===== src/rtl/hold_decoder_pkg.sv =====
// rtl/hold_decoder_pkg.sv - shared state type and width helper for the hold decoder
package hold_decoder_pkg;

  typedef enum logic [1:0] {
    IDLE  = 2'd0,
    ARMED = 2'd1,
    HELD  = 2'd2
  } state_t;

  // Bits needed to hold n distinct values (0 .. n-1), never less than 1.
  function automatic int width_for(input int n);
    return (n <= 2) ? 1 : $clog2(n);
  endfunction

endpackage


===== src/rtl/hold_decoder_if.sv =====
// rtl/hold_decoder_if.sv - pulse input and decoded event outputs of the hold decoder
interface hold_decoder_if #(
  parameter int CNT_W = 8
);

  logic             in;
  logic             held;
  logic             press;
  logic             release_evt;
  logic             err;
  logic [CNT_W-1:0] count;

  modport master (
    output in,
    input  held, press, release_evt, err, count
  );

  modport slave (
    input  in,
    output held, press, release_evt, err, count
  );

endinterface


===== src/rtl/hold_decoder_gap_timer.sv =====
// rtl/hold_decoder_gap_timer.sv - gap counter since the last pulse with window/early/timeout flags
module gap_timer
  import hold_decoder_pkg::*;
#(
  parameter int LONG  = 5,
  parameter int SLACK = 1
) (
  input  logic clk,
  input  logic rst,
  input  logic in,
  output logic in_window,
  output logic early,
  output logic timeout
);

  localparam int             G_W    = width_for(LONG + SLACK + 1);
  localparam logic [G_W-1:0] G_MAX  = G_W'(LONG + SLACK);
  localparam logic [G_W-1:0] G_LONG = G_W'(LONG);

  logic [G_W-1:0] g;

  // Reset parks g at its ceiling so the first pulse never looks early.
  always_ff @(posedge clk) begin
    if (rst) begin
      g <= G_MAX;
    end else if (in) begin
      g <= '0;
    end else if (g != G_MAX) begin
      g <= g + 1'b1;
    end
  end

  assign early     = in && (g < G_LONG);
  assign in_window = in && (g >= G_LONG);
  assign timeout   = !in && (g == G_MAX);

endmodule


===== src/rtl/hold_decoder.sv =====
// rtl/hold_decoder.sv - decodes a periodic pulse train into press/hold/release events
module hold_decoder
  import hold_decoder_pkg::*;
#(
  parameter int LONG        = 5,
  parameter int SLACK       = 1,
  parameter int MIN_REPEATS = 2,
  parameter int CNT_W       = 8
) (
  input  logic          clk,
  input  logic          rst,
  hold_decoder_if.slave bus
);

  localparam logic [CNT_W-1:0] CNT_MAX = '1;

  state_t           state_q, state_n;
  logic [CNT_W-1:0] count_q, count_n, count_inc;
  logic             press_q, press_n;
  logic             rel_q, rel_n;
  logic             err_q, err_n;
  logic             in_window, early, timeout;

  gap_timer #(
    .LONG  (LONG),
    .SLACK (SLACK)
  ) u_gap_timer (
    .clk       (clk),
    .rst       (rst),
    .in        (bus.in),
    .in_window (in_window),
    .early     (early),
    .timeout   (timeout)
  );

  assign count_inc = (count_q == CNT_MAX) ? count_q : count_q + 1'b1;

  always_ff @(posedge clk) begin
    if (rst) begin
      state_q <= IDLE;
      count_q <= '0;
      press_q <= 1'b0;
      rel_q   <= 1'b0;
      err_q   <= 1'b0;
    end else begin
      state_q <= state_n;
      count_q <= count_n;
      press_q <= press_n;
      rel_q   <= rel_n;
      err_q   <= err_n;
    end
  end

  always_comb begin
    state_n = state_q;
    count_n = count_q;
    press_n = 1'b0;
    rel_n   = 1'b0;
    err_n   = 1'b0;
    unique case (state_q)
      IDLE: begin
        if (bus.in) begin
          state_n = ARMED;
          count_n = CNT_W'(1);
          press_n = 1'b1;
        end
      end
      ARMED: begin
        if (early) begin
          err_n   = 1'b1;
          count_n = CNT_W'(1);
        end else if (in_window) begin
          count_n = count_inc;
          if (int'(count_inc) >= MIN_REPEATS) state_n = HELD;
        end else if (timeout) begin
          state_n = IDLE;
        end
      end
      HELD: begin
        if (early) begin
          err_n   = 1'b1;
          rel_n   = 1'b1;
          count_n = CNT_W'(1);
          state_n = ARMED;
        end else if (in_window) begin
          count_n = count_inc;
        end else if (timeout) begin
          rel_n   = 1'b1;
          state_n = IDLE;
        end
      end
      default: state_n = IDLE;
    endcase
  end

  assign bus.held        = (state_q == HELD);
  assign bus.press       = press_q;
  assign bus.release_evt = rel_q;
  assign bus.err         = err_q;
  assign bus.count       = count_q;

endmodule


===== src/flat_wrapper.sv =====
// flat-port wrapper written by rule: the top's interface ports become plain ports
module hold_decoder_flat import hold_decoder_pkg::*;
#(
  parameter int LONG        = 5,
  parameter int SLACK       = 1,
  parameter int MIN_REPEATS = 2,
  parameter int CNT_W       = 8
)
  (clk, rst, bus_in, bus_held, bus_press, bus_release_evt, bus_err, bus_count);
  hold_decoder_if #(.CNT_W(CNT_W)) bus_i ();
  input  logic clk;
  input  logic rst;
  input wire logic [$bits(bus_i.in)-1:0] bus_in;
  output wire logic [$bits(bus_i.held)-1:0] bus_held;
  output wire logic [$bits(bus_i.press)-1:0] bus_press;
  output wire logic [$bits(bus_i.release_evt)-1:0] bus_release_evt;
  output wire logic [$bits(bus_i.err)-1:0] bus_err;
  output wire logic [$bits(bus_i.count)-1:0] bus_count;
  assign bus_i.in = bus_in;
  assign bus_held = bus_i.held;
  assign bus_press = bus_i.press;
  assign bus_release_evt = bus_i.release_evt;
  assign bus_err = bus_i.err;
  assign bus_count = bus_i.count;
  hold_decoder #(.LONG(LONG), .SLACK(SLACK), .MIN_REPEATS(MIN_REPEATS), .CNT_W(CNT_W)) u_core (.clk(clk), .rst(rst), .bus(bus_i));
endmodule

===== config.mk =====
export PLATFORM = sky130hd
export DESIGN_NAME = hold_decoder_flat
export DESIGN_NICKNAME = d
export VERILOG_FILES = /design/src/rtl/hold_decoder_pkg.sv /design/src/rtl/hold_decoder_if.sv /design/src/rtl/hold_decoder_gap_timer.sv /design/src/rtl/hold_decoder.sv /design/src/flat_wrapper.sv
export SDC_FILE = /design/constraint.sdc
export NUM_CORES = 1
export LEC_CHECK = 0
export ABC_CLOCK_PERIOD_IN_PS = 4100
export CAP_MARGIN = 20
export CORE_MARGIN = 3
export CORE_UTILIZATION = 35
export CTS_CLUSTER_SIZE = 16
export DETAILED_ROUTE_END_ITERATION = 10
export SYNTH_ARGS = -nofsm -noshare
export SYNTH_HDL_FRONTEND = slang
export SYNTH_HIERARCHICAL = 1
export SYNTH_SLANG_ARGS = --single-unit

===== constraint.sdc =====
create_clock -name clk -period 4.1 [get_ports clk]
set_clock_uncertainty 0.1 [all_clocks]
set_input_delay 0.41 -clock clk [delete_from_list [all_inputs] [get_ports clk]]
set_output_delay 0.41 -clock clk [all_outputs]
set_load 0.03 [all_outputs]

==> results of run 1 <==
per-layer routing:
layer  part of all wire [%]  vias to the layer above
li1                       -                      466
met1                     47                      418
met2                     45                       17
met3                    4.2                        6
met4                    2.9                        0
met5                      0                        -
per-stage QoR:
stage	worst slack [ns]	total power, mW
final	1.881	0.3806
after global routing	1.671	0.4062
after detailed placement	1.628	0.2750
after floorplan	2.124	0.2496
after global placement	1.664	0.2745
after CTS	1.853	0.3869
final timing paths:
| path | from | to | slack [ns] | cells past startpoint |
|---|---|---|---|---|
| min | u_core/bus.count[0]$_SDFFE_PP0P_ | u_core/bus.count[0]$_SDFFE_PP0P_ | 0.43 | 1 |
| max | u_core/state_q[0]$_SDFFE_PP0P_ | bus_held | 1.88 | 3 |
| min reg2reg | u_core/bus.count[0]$_SDFFE_PP0P_ | u_core/bus.count[0]$_SDFFE_PP0P_ | 0.43 | 1 |
| max reg2reg | u_core/u_gap_timer/g[1]$_SDFFE_PP1N_ | u_core/bus.count[1]$_SDFFE_PP0P_ | 2.02 | 7 |
power by group through the flow:
stage                     registers (mW)  logic [mW]  clock network [mW]
after floorplan                    0.180      0.0692                   0
after global placement             0.175      0.0997                   0
after detailed placement           0.175      0.0997                   0
after CTS                          0.172       0.100               0.115
after global routing               0.173       0.114               0.120
final                              0.172       0.101               0.108
sequential cells by signal, indices dropped and copies added (netlist names):
| register | cells |
|---|---|
| u_core/bus.count | 8 |
| u_core/bus.release_evt | 1 |
| u_core/bus.press | 1 |
| u_core/bus.err | 1 |
| u_core/state_q | 2 |
| u_core/u_gap_timer/g | 3 |
worst max-delay path, cell delays in order (launching register included):
cell,delay [ns]
dfxtp_1,0.35
inv_1,0.11
ha_1,0.26
clkdlybuf4s50_1,0.70
final cells by class:
class / instances / area [µm²] / share of cell area [%]
Multi-Input combinational cell: 92 / 596.8 / 51.57
Timing Repair Buffer: 14 / 140.1 / 12.11
Sequential cell: 16 / 320.3 / 27.68
Inverter: 7 / 26.28 / 2.270
Clock buffer: 4 / 36.28 / 3.135
Tap cell: 30 / 37.54 / 3.243
cells in the final DEF, fill, tap and decap left out, types with 2 or more instances in the layout:
cell type / Yosys / final
dfxtp_1: 16 / 16
nand2_1: 15 / 15
clkdlybuf4s50_1: 0 / 14
nor2_1: 8 / 8
inv_1: 7 / 7
a21oi_1: 7 / 7
nor3_1: 5 / 5
ha_1: 5 / 5
o21ai_1: 4 / 4
a211oi_1: 4 / 4
a31oi_1: 4 / 4
o21ai_0: 4 / 4
clkbuf_4: 0 / 3
nor4_1: 3 / 3
nand2b_1: 2 / 2
and2_1: 2 / 2
nand4_1: 2 / 2
nor2b_1: 2 / 2
nor3b_1: 2 / 2
a211oi_2: 2 / 2
o31ai_1: 2 / 2
cell families (layout without fill, tap and decap cells):
family	after synthesis	in the layout	share of synthesized area, %
buffers and inverters	10	25	5.052
AOI/OAI and AO/OA	35	35	24.61
and+or+nand+nor	50	50	28.76
adders and majority gates	5	5	6.477
DFF	16	16	33.16
xor gates and xnor gates	1	1	0.9069
muxes	1	1	1.036
==> impl_metrics.ini, run 1 <==
[status]
status = completed

[placed_design]
dp_hpwl_um = 1579
gp_congestion = 0.8812
io_buffer_count = 14
placed_cells = 159
placed_area_um2 = 1121

[global_routing]
grtUsageMet2_pct = 20.10
overflow = 0
antenna_found_initial = 0
grt-busiest-layer = met2
grtUsageMet3_pct = 4.605
grt_max_degree = 18
grt_pass1_vias = 805
grt_pass1_wl_um = 3636
grtUsageMet1_pct = 18.00
grt.total_usage_pct = 13.88

[layout]
nets = 142
syn_to_final_growth_pct = 19.82
fin_util_pct = 45.48
n_antenna_cell = 0
stdcell_area_um2 = 1157
nFillCells = 272
layout.cells.non_filler = 163
drive_gt1_share_pct = 9.023

[drt]
drt-pass1-iter-count = 4
vias = 907
detail-route-antenna-nets = 0
wl_per_cell_um = 12.98
viasPerCell = 5.564
drtIter0Drc = 25
drc_errors = 0
wl_um = 2116

[clocking]
cts_resized = 0
clk_pin_slew_ns = 0.09
cts.htree.levels = 1
clk_path_buf_depth = 2
numCtsBuffers = 3
cts_tree = done
cts_hold_buf = 0
post_cts_buffers = 0
cts-root-buf = clkbuf_4
clock-sinks = 16
worst_skew_pair.late_latency_ns = 0.29

[floorplan]
num_rows = 18
die_area_um2 = 3426
die_y_um = 58.54
core_um2 = 2545
initial_core_util_pct = 37.95
io_pins = 15
die_x_um = 58.54

[synth]
synth_area_leaders = dfxtp_1, ha_1, nand2_1, a21oi_1, a211oi_1
yosysMostFrequentCell = dfxtp_1
yosysSeqAreaShare_pct = 33.16
synth_common_cells = dfxtp_1, nand2_1, nor2_1
synthFlopType = dfxtp_1
synth_fp_nets = 126
synth_cell_types = 41
ys_ff_latch = 16
syn-cell-area_um2 = 965.9
synth-edff-count = 0
yosysTopAreaCellShare_pct = 33.16
syn_inst = 118
synthArstFlopShare_pct = 0
ys_warn_count = 6
synth.avg_cell_area_um2 = 8.186
yosysTopAreaCell = dfxtp_1

[worst_setup_path]
start_kind = flop
cp_max_fo = 6
worst-endpoint-arrival_ns = 1.71
critPathCaptureType = output port
path_class = flop to output port
cp.required_ns = 3.59

[timing]
finalMaxSlewViolations = 0
worstMarginPinSlew_ns = 0.6312
min_period_over_period_pct = 54.13
fin_setup_tns_ns = 0
timing.slew.headroom_pct = 57.79
period_needed_ns = 2.219
setup_viol = 0
fmax_mhz = 450.6
hold_violations = 0
whs_ns = 0.4341
rsz0062_at_grt = false

[power_and_ir_drop]
clkPwrFrac_pct = 28.3
power.switching_uw = 121.0
intPower_uw = 259.6
p_per_area_nw_per_um2 = 328.9
leakagePower_nw = 0.4158
switching_share_pct = 31.78
power_frac_comb_pct = 26.6
ir_worst_vdd_uv = 181.9
seqPwrFrac_pct = 45.1

[flow_run]
maxCapViolCount = 0

[hold_path]
hp-class = flop to flop
(Power assumes the default switching activity.)
==> run 2: changes to the inputs <==
--- a/config.mk
+++ b/config.mk
@@ -5,7 +5,7 @@
 export SDC_FILE = /design/constraint.sdc
 export NUM_CORES = 1
 export LEC_CHECK = 0
-export ABC_CLOCK_PERIOD_IN_PS = 4100
+export ABC_CLOCK_PERIOD_IN_PS = 1800
 export CAP_MARGIN = 20
 export CORE_MARGIN = 3
 export CORE_UTILIZATION = 35
==> constraint.sdc (replaced) <==
create_clock -name clk -period 1.8 [get_ports clk]
set_clock_uncertainty 0.1 [all_clocks]
set_input_delay 0.18 -clock clk [delete_from_list [all_inputs] [get_ports clk]]
set_output_delay 0.18 -clock clk [all_outputs]
set_load 0.03 [all_outputs]
==> impl_metrics.ini, run 2 (same netlist as run 1, synthesis figures left out) <==
[status]
status = finished with violations
violations = negative setup slack

[global_routing]
antenna_found_initial = 0
grt_pass1_wl_um = 3946
grt_max_degree = 13
grt.total_usage_pct = 15.29
overflow = 0
grt_pass1_vias = 958

[placed_design]
placed_cells = 182
dpl_worst_slack_ns = -0.2277
placed_area_um2 = 1321
gp_congestion = 0.8573
io_buffer_count = 14
dp_hpwl_um = 1836

[floorplan]
initial_core_util_pct = 37.95
die_y_um = 58.54
die_area_um2 = 3426
io_pins = 15
die_x_um = 58.54
core_um2 = 2545
num_rows = 18

[power_and_ir_drop]
seqPwrFrac_pct = 41.3
p_per_area_nw_per_um2 = 668.9
intPower_uw = 633.7
leakagePower_nw = 0.5559
clkPwrFrac_pct = 20.8
switching_share_pct = 32.09
power_frac_comb_pct = 37.9
power.switching_uw = 299.4
ir_worst_vdd_uv = 387.2

[clocking]
cts.htree.levels = 1
clock-sinks = 16
clk_path_buf_depth = 2
clk_pin_slew_ns = 0.10
cts_hold_buf = 0
numCtsBuffers = 3
cts_tree = done
cts-root-buf = clkbuf_4
worst_skew_pair.late_latency_ns = 0.29

[timing]
layout_setup_ws_ns = -0.02427
rsz0062_at_grt = true
hold_violations = 0
worstMarginPinSlew_ns = 0.4435
whs_ns = 0.4467
fin_setup_tns_ns = -0.02500
finalMaxSlewViolations = 0
period_needed_ns = 1.824
fmax_mhz = 548.2
min_period_over_period_pct = 101.3
timing.slew.headroom_pct = 70.34
setup_viol = 2

[worst_setup_path]
reg2regPathDepth = 6
cp.required_ns = 1.92
start_kind = flop
path_class = flop to flop
worst-endpoint-arrival_ns = 1.94
timing.critical_path.from = u_core/bus.count[0]$_SDFFE_PP0P_
cp_max_fo = 2
r2r-start = u_core/bus.count[0]$_SDFFE_PP0P_
critPathCaptureType = flop

[layout]
drive_gt1_share_pct = 28.66
n_antenna_cell = 0
largest_reg_flops = 8
nets = 166
stdcell_area_um2 = 1395
nFillCells = 259
seq_area_um2 = 327.8
layout.cells.non_filler = 187
mostFrequentLayoutCells = buf_4, nand2_1, dfxtp_1
multi_input_area_um2 = 655.6
syn_to_final_growth_pct = 44.43
final_common_cell = buf_4

[drt]
vias = 1018
wl_um = 2399
detail-route-antenna-nets = 0
drt-pass1-iter-count = 4
drc_errors = 0
wl_per_cell_um = 12.83
viasPerCell = 5.444
drtIter0Drc = 27

[hold_path]
worstHoldStart = u_core/bus.count[1]$_SDFFE_PP0P_
hold_depth = 2
hp-class = flop to flop

[flow_run]
maxCapViolCount = 0
==> run 2: cell count changes in the layout (fill, tap and decap cells not counted), moves of 2 or more <==
| cell | change |
|---|---|
| buf_4 | +24 |
| dfxtp_4 | +2 |
| dfxtp_1 | -2 |
| clkdlybuf4s50_1 | -2 |
| ha_1 | -3 |
| ha_4 | +2 |
==> run 2: critical path, stage by stage, from the launching register on <==
cell and delay, ns:
dfxtp_4 0.36, ha_4 0.23, or4_4 0.42, a211oi_2 0.17, o31ai_2 0.12, and2_4 0.18, a211oi_2 0.16
==> run 2: final cells by class <==
cell class,instances,share of cell area [%]
flip-flops and latches,16,23.50
clock inverters,1,0.2691
multi-input cells,92,47.00
clock buffers,3,1.614
well taps,30,2.691
inverters,7,1.883
repair buffers,38,23.05
==> run 2: metrics by stage <==
step | utilization (%) | power (mW)
6_report | 54.82 | 0.9331
5_1_grt | 54.82 | 0.9940
4_1_cts | 53.49 | 0.9273
3_5_place_dp | 51.92 | 0.7202
3_3_place_gp | 51.92 | 0.7135
2_1_floorplan | - | 0.5813
==> run 2: path summary, 6_finish.rpt <==
path,to,slack [ns]
max,u_core/state_q[0]$_SDFFE_PP0P_,-0.02
min,u_core/bus.count[1]$_SDFFE_PP0P_,0.45
max reg2reg,u_core/state_q[0]$_SDFFE_PP0P_,-0.02
min reg2reg,u_core/bus.count[1]$_SDFFE_PP0P_,0.45
==> run 2: what timing repair did <==
item                                    CTS  global route
setup buffers                             1             0
endpoints found under the setup margin    3            11
resized for setup                         3             7
hold endpoints to repair                  0             0
==> run 2: layer usage <==
metal  wire length, µm  track usage (%)
met4                44            6.954
met3                98            3.289
met1              1120            18.56
met5                 0                0
met2              1135            25.68
==> run 2: power groups by stage <==
stage          Sequential [mW]  Combinational [mW]  Clock, mW
2_1_floorplan            0.414               0.167          0
3_3_place_gp             0.394               0.320          0
3_5_place_dp             0.394               0.326          0
4_1_cts                  0.384               0.336      0.207
5_1_grt                  0.388               0.385      0.221
6_report                 0.385               0.354      0.195
